## src/rtl/ksa16b_sub_pipe.sv

```systemverilog
// ksa16b_sub_pipe: 3-stage pipelined 16-bit Kogge-Stone subtractor, diff = a - b - bin.
// The sum is formed as a + ~b + ~bin, so borrow-out is the inverted carry-out.
// Optional flags: define KSA_SUB_FLAGS_EN to compute zero/ovf; otherwise they read 0.
//
// Ports:
//   clk, rst_n           clock, asynchronous active-low reset
//   in_valid / in_ready  operand handshake (a, b, bin)
//   out_valid/ out_ready result handshake (diff, bout, zero, ovf)
//
// Stages: S1 = prefix levels 1-2, S2 = levels 3-4, S3 = sum/borrow/flags (drives outputs).
// in_ready is combinational from out_ready through the per-stage advance chain.
module ksa16b_sub_pipe (
    input  logic        clk,
    input  logic        rst_n,
    input  logic        in_valid,
    output logic        in_ready,
    input  logic [15:0] a,
    input  logic [15:0] b,
    input  logic        bin,
    output logic        out_valid,
    input  logic        out_ready,
    output logic [15:0] diff,
    output logic        bout,
    output logic        zero,
    output logic        ovf
);
    localparam int unsigned W = 16;

    // One Kogge-Stone level: bit i absorbs the group ending at bit i-span.
    // Bits below span pass through (shifted-in zeros / forced-one mask).
    function automatic logic [2*W-1:0] ks_level(input logic [W-1:0] g,
                                                input logic [W-1:0] p,
                                                input int unsigned  span);
        logic [W-1:0] go;
        logic [W-1:0] po;
        go = g | (p & (g << span));
        po = p & ((p << span) | ~({W{1'b1}} << span));
        return {go, po};
    endfunction

    // Stage valid bits
    logic v1_q, v2_q, v3_q;
    logic v1_d, v2_d, v3_d;
    logic adv1, adv2;
    logic ld1, ld2, ld3;

    // S1 payload
    logic [W-1:0] g1_q, p1_q, pb1_q;
    logic         bin1_q;
    logic [W-1:0] g1_d, p1_d, g0, p0, gl1, pl1;

    // S2 payload
    logic [W-1:0] g2_q, p2_q, pb2_q;
    logic         bin2_q;
    logic [W-1:0] g2_d, p2_d, gl3, pl3;

    // S3 payload (registered outputs)
    logic [W-1:0] diff_q, diff_d;
    logic         bout_q, bout_d;
    logic [W-1:0] grp_c;
    logic         cin;

`ifdef KSA_SUB_FLAGS_EN
    logic a15_1_q, b15_1_q, a15_2_q, b15_2_q;
    logic zero_q, ovf_q, zero_d, ovf_d;
`endif

    // Handshake chain: each stage may load if it is empty or draining this cycle.
    assign adv2      = !v3_q | out_ready;
    assign adv1      = !v2_q | adv2;
    assign in_ready  = !v1_q | adv1;
    assign out_valid = v3_q;

    always_comb begin
        v1_d = v1_q;
        v2_d = v2_q;
        v3_d = v3_q;
        if (in_ready) v1_d = in_valid;
        if (adv1)     v2_d = v1_q;
        if (adv2)     v3_d = v2_q;
        ld1 = in_valid & in_ready;
        ld2 = v1_q & adv1;
        ld3 = v2_q & adv2;
    end

    // Prefix levels 1-2 on the incoming operands (subtrahend inverted).
    always_comb begin
        g0 = a & ~b;
        p0 = a ^ ~b;
        {gl1, pl1}  = ks_level(g0, p0, 1);
        {g1_d, p1_d} = ks_level(gl1, pl1, 2);
    end

    // Prefix levels 3-4: G/P now span bits [i:0].
    always_comb begin
        {gl3, pl3}   = ks_level(g1_q, p1_q, 4);
        {g2_d, p2_d} = ks_level(gl3, pl3, 8);
    end

    // Carry into bit i is the group carry out of bit i-1; carry-in is ~bin.
    always_comb begin
        cin    = ~bin2_q;
        grp_c  = g2_q | (p2_q & {W{cin}});
        diff_d = pb2_q ^ {grp_c[W-2:0], cin};
        bout_d = ~grp_c[W-1];
`ifdef KSA_SUB_FLAGS_EN
        zero_d = (diff_d == '0);
        ovf_d  = (a15_2_q ^ b15_2_q) & (a15_2_q ^ diff_d[W-1]);
`endif
    end

    always_ff @(posedge clk or negedge rst_n) begin
        if (!rst_n) begin
            v1_q <= 1'b0;
            v2_q <= 1'b0;
            v3_q <= 1'b0;
        end else begin
            v1_q <= v1_d;
            v2_q <= v2_d;
            v3_q <= v3_d;
        end
    end

    // Payload registers load only when their stage advances.
    always_ff @(posedge clk or negedge rst_n) begin
        if (!rst_n) begin
            g1_q   <= '0;
            p1_q   <= '0;
            pb1_q  <= '0;
            bin1_q <= 1'b0;
            g2_q   <= '0;
            p2_q   <= '0;
            pb2_q  <= '0;
            bin2_q <= 1'b0;
            diff_q <= '0;
            bout_q <= 1'b0;
`ifdef KSA_SUB_FLAGS_EN
            a15_1_q <= 1'b0;
            b15_1_q <= 1'b0;
            a15_2_q <= 1'b0;
            b15_2_q <= 1'b0;
            zero_q  <= 1'b0;
            ovf_q   <= 1'b0;
`endif
        end else begin
            if (ld1) begin
                g1_q   <= g1_d;
                p1_q   <= p1_d;
                pb1_q  <= p0;
                bin1_q <= bin;
`ifdef KSA_SUB_FLAGS_EN
                a15_1_q <= a[W-1];
                b15_1_q <= b[W-1];
`endif
            end
            if (ld2) begin
                g2_q   <= g2_d;
                p2_q   <= p2_d;
                pb2_q  <= pb1_q;
                bin2_q <= bin1_q;
`ifdef KSA_SUB_FLAGS_EN
                a15_2_q <= a15_1_q;
                b15_2_q <= b15_1_q;
`endif
            end
            if (ld3) begin
                diff_q <= diff_d;
                bout_q <= bout_d;
`ifdef KSA_SUB_FLAGS_EN
                zero_q <= zero_d;
                ovf_q  <= ovf_d;
`endif
            end
        end
    end

    assign diff = diff_q;
    assign bout = bout_q;
`ifdef KSA_SUB_FLAGS_EN
    assign zero = zero_q;
    assign ovf  = ovf_q;
`else
    assign zero = 1'b0;
    assign ovf  = 1'b0;
`endif

endmodule

```

## config.mk

```make
export PLATFORM = sky130hd
export DESIGN_NAME = ksa16b_sub_pipe
export DESIGN_NICKNAME = d
export VERILOG_FILES = /design/src/rtl/ksa16b_sub_pipe.sv
export SDC_FILE = /design/constraint.sdc
export NUM_CORES = 1
export LEC_CHECK = 0
export ABC_AREA = 1
export CAP_MARGIN = 20
export CORE_AREA = 8 8 93 129
export DETAILED_ROUTE_END_ITERATION = 8
export DIE_AREA = 0 0 101 137
export PLACE_DENSITY = 0.75
export SYNTH_ARGS = -nofsm -noshare
export SYNTH_HDL_FRONTEND = slang
export SYNTH_SLANG_ARGS = --single-unit
```

## constraint.sdc

```tcl
create_clock -name clk -period 1.42 [get_ports clk]
set_input_delay 0.284 -clock clk [delete_from_list [all_inputs] [get_ports clk]]
set_output_delay 0.284 -clock clk [all_outputs]
set_load 0.01 [all_outputs]
```

# After elaboration in Yosys (flattened, before gate mapping)
# Index checks and enable logic that the tools add are counted.
[word_totals]
reg_bits = 118
out_inout_bits = 21
elab_cells = 42
[classes]
n_bitwise = 26
n_reduce_logical = 3
[ops]
columns = ["op", "count"]
rows = [
  ["$and 16x16->16", 10],
  ["$or 16x16->16", 5],
  ["$xor 16x16->16", 2],
  ["$not 16->16", 1],
  ["$and 1x1->1", 3],
  ["$logic_not 1->1", 3],
  ["$or 1x1->1", 3],
  ["$not 1->1", 2],
]

# Longest topological paths before layout
# Gate-level depths: netlist of the first run.
[logic_depth]
ltp_word = 6
depth_mapped = 8
ltp_nobuf = 8

# Worst setup path after synthesis of the first run
# OpenSTA, ideal clock, no wires.
[synth_path]
kind = "register to register"
start = "reg bin2_q"
end = "reg diff_q[1], in the netlist diff[1]"
setup_time_ns = 0.065
arrival_ns = 1.179
setup_slack_ns = 0.176
stages_incl_launch_ff = 8
n_path_buf = 1
period_less_slack_ns = 1.244
path_cell_list = "dfrtp_1 clkinv_1 buf_2 ha_1 nor2_1 xor2_1 nand2_1 nand2_1"
[synth_via]
elab_chain_len = 4
[synth_rtl]
columns = ["item", "line_no", "text"]
rows = [
  ["from (decl)", "54", "logic bin2_q;"],
  ["from (signal assigned)", "160", "bin2_q <= bin1_q;"],
  ["$not 1->1", "102", "cin = ~bin2_q;"],
  ["$and 16x16->16", "103", "grp_c = g2_q | (p2_q & {W{cin}});"],
  ["$or 16x16->16", "103", ""],
  ["$xor 16x16->16", "104", "diff_d = pb2_q ^ {grp_c[W-2:0], cin};"],
  ["to (signal assigned)", "167", "diff_q <= diff_d;"],
  ["to (decl)", "58", "logic [W-1:0] diff_q, diff_d;"],
]
# No other way between the ends.
# A chain may end at the register's enable or synchronous reset.

# Final worst setup path of the first run
[layout_path]
start = "reg diff_q[12], in the netlist diff[12]"
end = "out diff[12]"
[layout_lines]
columns = ["item", "line_no", "text"]
rows = [
  ["to (decl)", "22", "output logic [15:0] diff,"],
]
# No word-level cell between the ends.

==> results of run 1 <==
[placed cells by master (no fill, tap or decap), types with 2 or more instances in the layout]
cell / n
a21oi_1: 7
buf_12: 6
buf_2: 2
buf_4: 31
bufinv_16: 4
clkbuf_16: 17
clkbuf_8: 5
clkdlybuf4s50_1: 35
clkinv_2: 4
conb_1: 2
dfrtp_1: 116
dlygate4sd2_1: 17
ha_1: 17
inv_1: 99
inv_2: 2
nand2_1: 375
nand3_1: 37
o21ai_0: 52
[routing by layer]
| metal | wire length, um | part of all wire |
|---|---|---|
| met5 | 0 | 0 |
| met3 | 522 | 0.042 |
| met1 | 5359 | 0.43 |
| met4 | 243 | 0.019 |
| met2 | 6443 | 0.51 |
[logic make-up (layout without fill, tap and decap cells)]
logic type,count (synthesis),count (layout),share of synthesized area
AND/OR/NAND/NOR,417,417,0.2914
adder cells (fa/ha/maj),17,17,0.03788
buffers and inverters,127,227,0.09804
XOR/XNOR,1,1,0.001560
AO/OA/AOI/OAI,60,60,0.05347
flip-flops,116,116,0.5169
other,1,2,0.0006678
[synthesized netlist by cell type, drive strengths merged]
cell / count
o21ai: 53
clkinv: 1
conb: 1
inv: 102
buf: 19
nor2: 1
ha: 17
clkbuf: 5
nand3: 38
xor2: 1
nand2: 377
nand4: 1
a21oi: 7
dfrtp: 116
[stage by stage]
| step | area (um2) | power, mW |
|---|---|---|
| global placement | 6524 | 7.709 |
| global route | 7148 | 12.93 |
| detailed placement | 6524 | 7.826 |
| CTS | 7148 | 12.30 |
| floorplan | 5619 | 6.397 |
| finish | 7148 | 12.23 |
[registers in the layout, summed over array words and instances (netlist names), 15 cells and up]
signal,count
p1_q,16
g1_q,16
pb1_q,15
g2_q,16
p2_q,15
diff,16
pb2_q,16
[area by class of cell]
| cell class | instances | area (um2) | share of cell area |
|---|---|---|---|
| Tap cell | 138 | 172.7 | 0.02416 |
| Clock buffer | 23 | 498.0 | 0.06967 |
| Timing Repair Buffer | 92 | 872.1 | 0.1220 |
| Multi-Input combinational cell | 497 | 2166 | 0.3030 |
| Clock inverter | 9 | 147.6 | 0.02065 |
| Inverter | 103 | 389.1 | 0.05444 |
| Sequential cell | 116 | 2903 | 0.4061 |
[path summary, 6_finish.rpt]
| path | start | to | cells past startpoint |
|---|---|---|---|
| max in group asynchronous | rst_n | g2_q[13] | 3 |
| worst min register to register | diff[7] | diff[7] | 2 |
| min in group asynchronous | rst_n | p1_q[5] | 3 |
| worst min-delay path | bin | bin1_q | 3 |
| worst max register to register | v2_q | pb1_q[15] | 6 |
| worst max-delay path | diff[12] | diff[12] | 1 |
[power by group through the flow]
stage | Sequential (mW) | Combinational (mW) | Clock (mW)
floorplan | 4.63 | 1.76 | 0
global placement | 4.57 | 3.14 | 0
detailed placement | 4.61 | 3.22 | 0
CTS | 4.56 | 3.11 | 4.63
global route | 4.65 | 3.52 | 4.76
finish | 4.56 | 3.08 | 4.59
[timing repair]
item | CTS | global route
hold endpoints to repair | 116 | 0
hold buffers | 1 | 0
endpoints found under the setup margin | 19 | 0
resized for setup | 25 | 0
==> results_dict.tcl, run 1 <==
set metrics [dict create \
    status "complete, no violations" \
    initial_core_util 0.5543 \
    antenna_found_initial 0 \
    numCtsBuffers 17 \
    insertion_delay_ps 410 \
    pre_cts_ws_ps -293.3 \
    cts_buffer_depth 2 \
    max_freq_mhz 725.2 \
    die_h_um 137 \
    cts_setup_buffers 0 \
    io_pins 58 \
    crit_path_max_fanout 2 \
    p_int_mw 8.557 \
    die-area_um2 13840 \
    syn_area_um2 5615 \
    grt_pass1_wl_um 22110 \
    power.leakage_nw 4.004 \
    grtUsageMet3 0.04684 \
    grt-ovfl-total 0 \
    grt_pass1_vias 4934 \
    drtIter0Drc 256 \
    grt.total_usage 0.2034 \
    ir_worst_vdd_mv 0.8355 \
    cts_tree "yes" \
    critical-path-top-delay-family "flip-flops" \
    period_needed_ps 1379 \
    drc 0 \
    p_per_area_nw_per_um2 1711 \
    diodes 0 \
    drive_above_1_share 0.09167 \
    whs_ps 417.5 \
    coreArea_um2 10130 \
    critical_path.cell_chain "dlygate4sd2_1" \
    via_per_inst 4.963 \
    worstPathArrival_ps 1090 \
    grt_setup_unrepaired "no" \
    path_class "reg -> out" \
    die_w_um 101 \
    required_ps 1140 \
    hold_viol 0 \
    r2r_setup_slack_ps 120 \
    combPwrFrac 0.252 \
    cts_root_buf "clkbuf_16" \
    htree_levels 4 \
    setup.worst_path.end_class "output port" \
    num_vias 4854 \
    worst-path-buf-inv 1 \
    p_clk_frac 0.375 \
    p_seq_frac 0.373 \
    place_inst 945 \
    min_period_over_period 0.9711 \
    power_switching_share 0.3002 \
    top_usage_layer "met2" \
    ys_ff_latch 116 \
    critPathMaxStageDelay_ps 390 \
    use_met1 0.2350 \
    synth_top_cell_area_share 0.5169 \
    ys_types 23 \
    startpoint_type "flip-flop" \
    rows 44 \
    stdcell_count 978 \
    wl_per_cell_um 12.85 \
    fillers 817 \
    yosys-top-cells-area "dfrtp_1 (52%), nand2_1 (25%), inv_1 (6.6%)" \
    grtUsageMet2 0.3516 \
    port-buffer-count 55 \
    dp_hpwl_um 8797 \
    antenna_left 0 \
    cts.sinks 116 \
    syn_inst 739 \
    routed_wl_um 12570 \
    setup_viol 0 \
    dr.pass1.iters 4 \
    clock_skew_ps 4.523 \
    hold_path.class "in -> reg" \
    yosysWarnings 0 \
    fin_nets 881 \
    utilization 0.7057 \
    setup_ws_ps 41.04 \
    cap_violations 0 \
    slew_violations 0 \
    avgSynthCellArea_um2 7.599 \
    switchingPower_mw 3.670 \
    gp_congestion 0.7866 \
    yosysTopAreaCell "dfrtp_1" \
    final.setup.tns_ps 0 \
    area_growth_syn_to_layout_pct 27.30 \
    clk_pin_slew_ps 50 \
    seq_area_frac_synth 0.5169 \
    slowest_stage "dfrtp_1" \
    grt_max_degree 83 \
]
No activity file was read; power rests on OpenSTA's default activity.
==> run 2, diff against run 1 <==
--- a/config.mk
+++ b/config.mk
@@ -7,10 +7,11 @@
 export LEC_CHECK = 0
 export ABC_AREA = 1
 export CAP_MARGIN = 20
-export CORE_AREA = 8 8 93 129
+export CORE_AREA = 2 2 98 138
 export DETAILED_ROUTE_END_ITERATION = 8
-export DIE_AREA = 0 0 101 137
-export PLACE_DENSITY = 0.75
+export DIE_AREA = 0 0 100 140
+export HOLD_SLACK_MARGIN = 0.03
+export PLACE_DENSITY = 0.6
 export SYNTH_ARGS = -nofsm -noshare
 export SYNTH_HDL_FRONTEND = slang
 export SYNTH_SLANG_ARGS = --single-unit
==> results_dict.tcl, run 2 (synthesized netlist as in run 1, its figures left out) <==
set metrics [dict create \
    status "complete, no violations" \
    antenna_found_initial 0 \
    grt_pass1_wl_um 20540 \
    gp_congestion 0.7959 \
    wl_per_cell_um 12.09 \
    setup_viol 0 \
    hold_path.class "in -> async" \
    diodes 0 \
    area_growth_syn_to_layout_pct 25.42 \
    place_area_um2 6502 \
    dp_hpwl_um 8539 \
    rows 49 \
    grt-ovfl-total 0 \
    pre_cts_ws_ps -271.8 \
    r2r_setup_slack_ps 100 \
    fin_nets 874 \
    io_pins 58 \
    htree_levels 4 \
    max_freq_mhz 730.6 \
    setup_ws_ps 51.23 \
    num_vias 4565 \
    setup.worst_path.end_class "output port" \
    timing.rr.end "p1_q[2]" \
    initial_core_util 0.4403 \
    grt_setup_unrepaired "no" \
    startpoint_type "flip-flop" \
    min_period_over_period 0.9639 \
    crit_path_max_fanout 3 \
    drive_above_1_share 0.07692 \
    stdcell_count 985 \
    via_per_inst 4.635 \
    finalInstanceArea_um2 7043 \
    grt.total_usage 0.1851 \
    final.setup.tns_ps 0 \
    clk_pin_slew_ps 50 \
    cts_tree "yes" \
    clock_skew_ps 13.84 \
    drc 0 \
    port-buffer-count 55 \
    ir_worst_vdd_mv 0.7902 \
    coreArea_um2 12750 \
    die-area_um2 14000 \
    period_needed_ps 1369 \
    numCtsBuffers 17 \
    hold_viol 0 \
    dr.pass1.iters 4 \
    layout_commonest_cell "nand2_1" \
    cts.sinks 116 \
    worstPathArrival_ps 1080 \
    die_w_um 100 \
    cts_root_buf "clkbuf_16" \
    whs_ps 244.3 \
    cts_buffer_depth 2 \
    routed_wl_um 11910 \
    grt_pass1_vias 4308 \
    insertion_delay_ps 420 \
    path_class "reg -> out" \
    fillers 1253 \
    power.leakage_nw 3.930 \
    slew_violations 0 \
    multiInputGateArea_um2 2168 \
    cap_violations 0 \
    place_inst 951 \
    utilization 0.5523 \
    r2r_start "v2_q" \
    die_h_um 140 \
    drtIter0Drc 261 \
    required_ps 1140 \
    p_per_area_nw_per_um2 1622 \
    antenna_left 0 \
    worstRegToRegCells 6 \
    grt_max_degree 64 \
    register_area_um2 2903 \
    final_cell_mix "nand2_1 (374), dfrtp_1 (116), inv_1 (99)" \
    power.total_mw 11.42 \
]
==> run 2: routing by layer <==
| layer | vias to the layer above | track usage | share of wire |
|---|---|---|---|
| li1 | 2400 | - | - |
| met5 | - | 0 | 0 |
| met3 | 19 | 0.03792 | 0.036 |
| met2 | 84 | 0.2849 | 0.47 |
| met1 | 2062 | 0.2575 | 0.48 |
| met4 | 0 | 0.07210 | 0.017 |
==> run 2: cell type report <==
class / instances / share of cell area
repair buffers: 85 / 0.1206
flip-flops and latches: 116 / 0.4122
inverters: 103 / 0.05560
multi-input cells: 497 / 0.3079
clock inverters: 5 / 0.007106
well taps: 153 / 0.02718
clock buffers: 26 / 0.06946
==> run 2: worst max-delay path: stages, from the launching register on <==
cell	delay, ps
dfrtp_1	400
nand4_2	120
buf_2	150
==> run 2: how the worst max path moves through the flow <==
stage	start	to	cells past startpoint	slack, ps
global route	v2_q	in_ready	2	9
CTS	v1_q	in_ready	2	20
floorplan	bin2_q	diff[1]	7	180
global placement	out_ready	in_ready	4	-260
detailed placement	out_ready	in_ready	4	-270
finish	v2_q	in_ready	2	50
==> run 2: power by group <==
part           total (mW)  switching, mW  internal (mW)
combinational        3.00           1.74           1.26
clock                3.87           1.36           2.51
sequential           4.55          0.425           4.12
total                11.4           3.52           7.90
==> run 2: repair_timing <==
item                                    in CTS  in global routing
cloned                                       0                  0
endpoints found under the setup margin      19                  5
pin swaps                                    0                  0
buffers inserted                             1                  1
hold endpoints to repair                   116                  0
resized for setup                           22                  2
hold buffers                                 1                  0
==> run 3, diff against run 2 <==
==> constraint.sdc (replaced) <==
create_clock -name clk -period 1.42 [get_ports clk]
set_input_delay 0.284 -clock clk [delete_from_list [all_inputs] [get_ports clk]]
set_output_delay 0.284 -clock clk [all_outputs]
set_load 0.005 [all_outputs]
==> results_dict.tcl, run 3 (synthesized netlist as in run 1, its figures left out) <==
set metrics [dict create \
    slew_violations 0 \
    ir_worst_vdd_mv 0.6915 \
    numCtsBuffers 17 \
    power.total_mw 12.21 \
    p_per_area_nw_per_um2 1692 \
    coreArea_um2 12750 \
    cts_buffer_depth 2 \
    final_cell_mix "nand2_1 (374), dfrtp_1 (116), inv_1 (99)" \
    antenna_found_initial 0 \
    setup.worst_path.end_class "output port" \
    startpoint_type "flip-flop" \
    cts_root_buf "clkbuf_16" \
    grt_pass1_wl_um 20540 \
    max_freq_mhz 718.9 \
    layout_commonest_cell "nand2_1" \
    path_class "reg -> out" \
    power.leakage_nw 4.019 \
    area_growth_syn_to_layout_pct 28.50 \
    die_w_um 100 \
    cts.sinks 116 \
    fin_nets 879 \
    setup_viol 0 \
    dr.pass1.iters 4 \
    cp_common_cell "buf_6" \
    via_per_inst 4.695 \
    insertion_delay_ps 410 \
    drive_above_1_share 0.08950 \
    grt.total_usage 0.1848 \
    rows 49 \
    critPathMaxStageDelay_ps 350 \
    die-area_um2 14000 \
    initial_core_util 0.4403 \
    wl_per_cell_um 11.99 \
    whs_ps 252.2 \
    pre_cts_ws_ps -261.2 \
    clk_pin_slew_ps 50 \
    grt_pass1_vias 4347 \
    dp_hpwl_um 8537 \
    hold_path.class "in -> async" \
    drc 0 \
    critical-path-top-delay-family "flip-flops" \
    slowest_stage "dfrtp_1" \
    clock_skew_ps 6.617 \
    period_needed_ps 1391 \
    worstPathArrival_ps 1110 \
    port-buffer-count 55 \
    setup_ws_ps 28.99 \
    io_pins 58 \
    required_ps 1140 \
    status "complete, no violations" \
    cap_violations 0 \
    critical_path.cell_chain "buf_6, nand4_4, buf_6" \
    cts_tree "yes" \
    worst-path-buf-inv 2 \
    diodes 0 \
    drtIter0Drc 204 \
    grt-ovfl-total 0 \
    gp_congestion 0.7884 \
    htree_levels 4 \
    die_h_um 140 \
    fillers 1230 \
    routed_wl_um 11890 \
    grt_max_degree 46 \
    grt_setup_unrepaired "yes" \
    final.setup.tns_ps 0 \
    hold_viol 0 \
    antenna_left 0 \
    crit_path_max_fanout 3 \
    min_period_over_period 0.9796 \
    num_vias 4653 \
]
[run 3: changes by cell type in the layout (fill, tap and decap cells not counted), sizes merged]
| cell | delta |
|---|---|
| clkinv | +1 |
| clkbuf | -4 |
| buf | +5 |
| clkdlybuf4s15 | -1 |
| dlygate4sd2 | +1 |
| bufinv | +4 |
[run 3: per-layer routing]
metal,track usage,share of wire,vias to the layer above
li1,-,-,2411
met1,0.2524,0.47,2139
met2,0.2955,0.49,90
met3,0.03144,0.029,13
met4,0.06921,0.015,0
met5,0,0,-
[run 3: layout make-up]
type                    count  area (um2)  area share
multi-input cells         497        2177      0.3017
inverters                 103       389.1     0.05393
well taps                 153       191.4     0.02653
clock buffers              22       484.2     0.06711
flip-flops and latches    116        2903      0.4023
repair buffers             90       895.9      0.1242
clock inverters            10       175.2     0.02428
[run 3: worst paths after layout]
path | slack, ps | to | cells after the start | from
max in group asynchronous | 700 | g2_q[11] | 3 | rst_n
hold / removal | 250 | pb1_q[3] | 2 | rst_n
setup / recovery | 30 | in_ready | 3 | out_valid
setup reg to reg | 110 | g2_q[2] | 8 | out_valid
hold reg to reg | 470 | diff[1] | 2 | diff[1]
min in group clk | 420 | bin1_q | 3 | bin
[run 3: what timing repair did]
| item | CTS | global route |
|---|---|---|
| setup buffers | 6 | 1 |
| hold buffers | 1 | 0 |
| pin swaps | 1 | 0 |
| gates cloned | 0 | 0 |
| hold endpoints to repair | 116 | 0 |
| gates resized for setup | 24 | 1 |
| setup endpoints to repair | 19 | 1 |
[run 3: metrics by stage]
step / cells / utilization / instance area [um2]
final: 991 / 0.5658 / 7216
after global routing: 991 / 0.5658 / 7216
after CTS: 990 / 0.5648 / 7202
after detailed placement: 951 / 0.5099 / 6502
after global placement: 951 / 0.5099 / 6502
after floorplan: 740 / - / 5619
[run 3: where the power goes]
part / internal, mW / total (mW) / leakage [nW] / switching (mW)
registers: 4.12 / 4.54 / 1.48 / 0.418
clock network: 3.28 / 4.69 / 0.330 / 1.41
logic: 1.31 / 2.98 / 2.21 / 1.66
total: 8.72 / 12.2 / 4.02 / 3.49
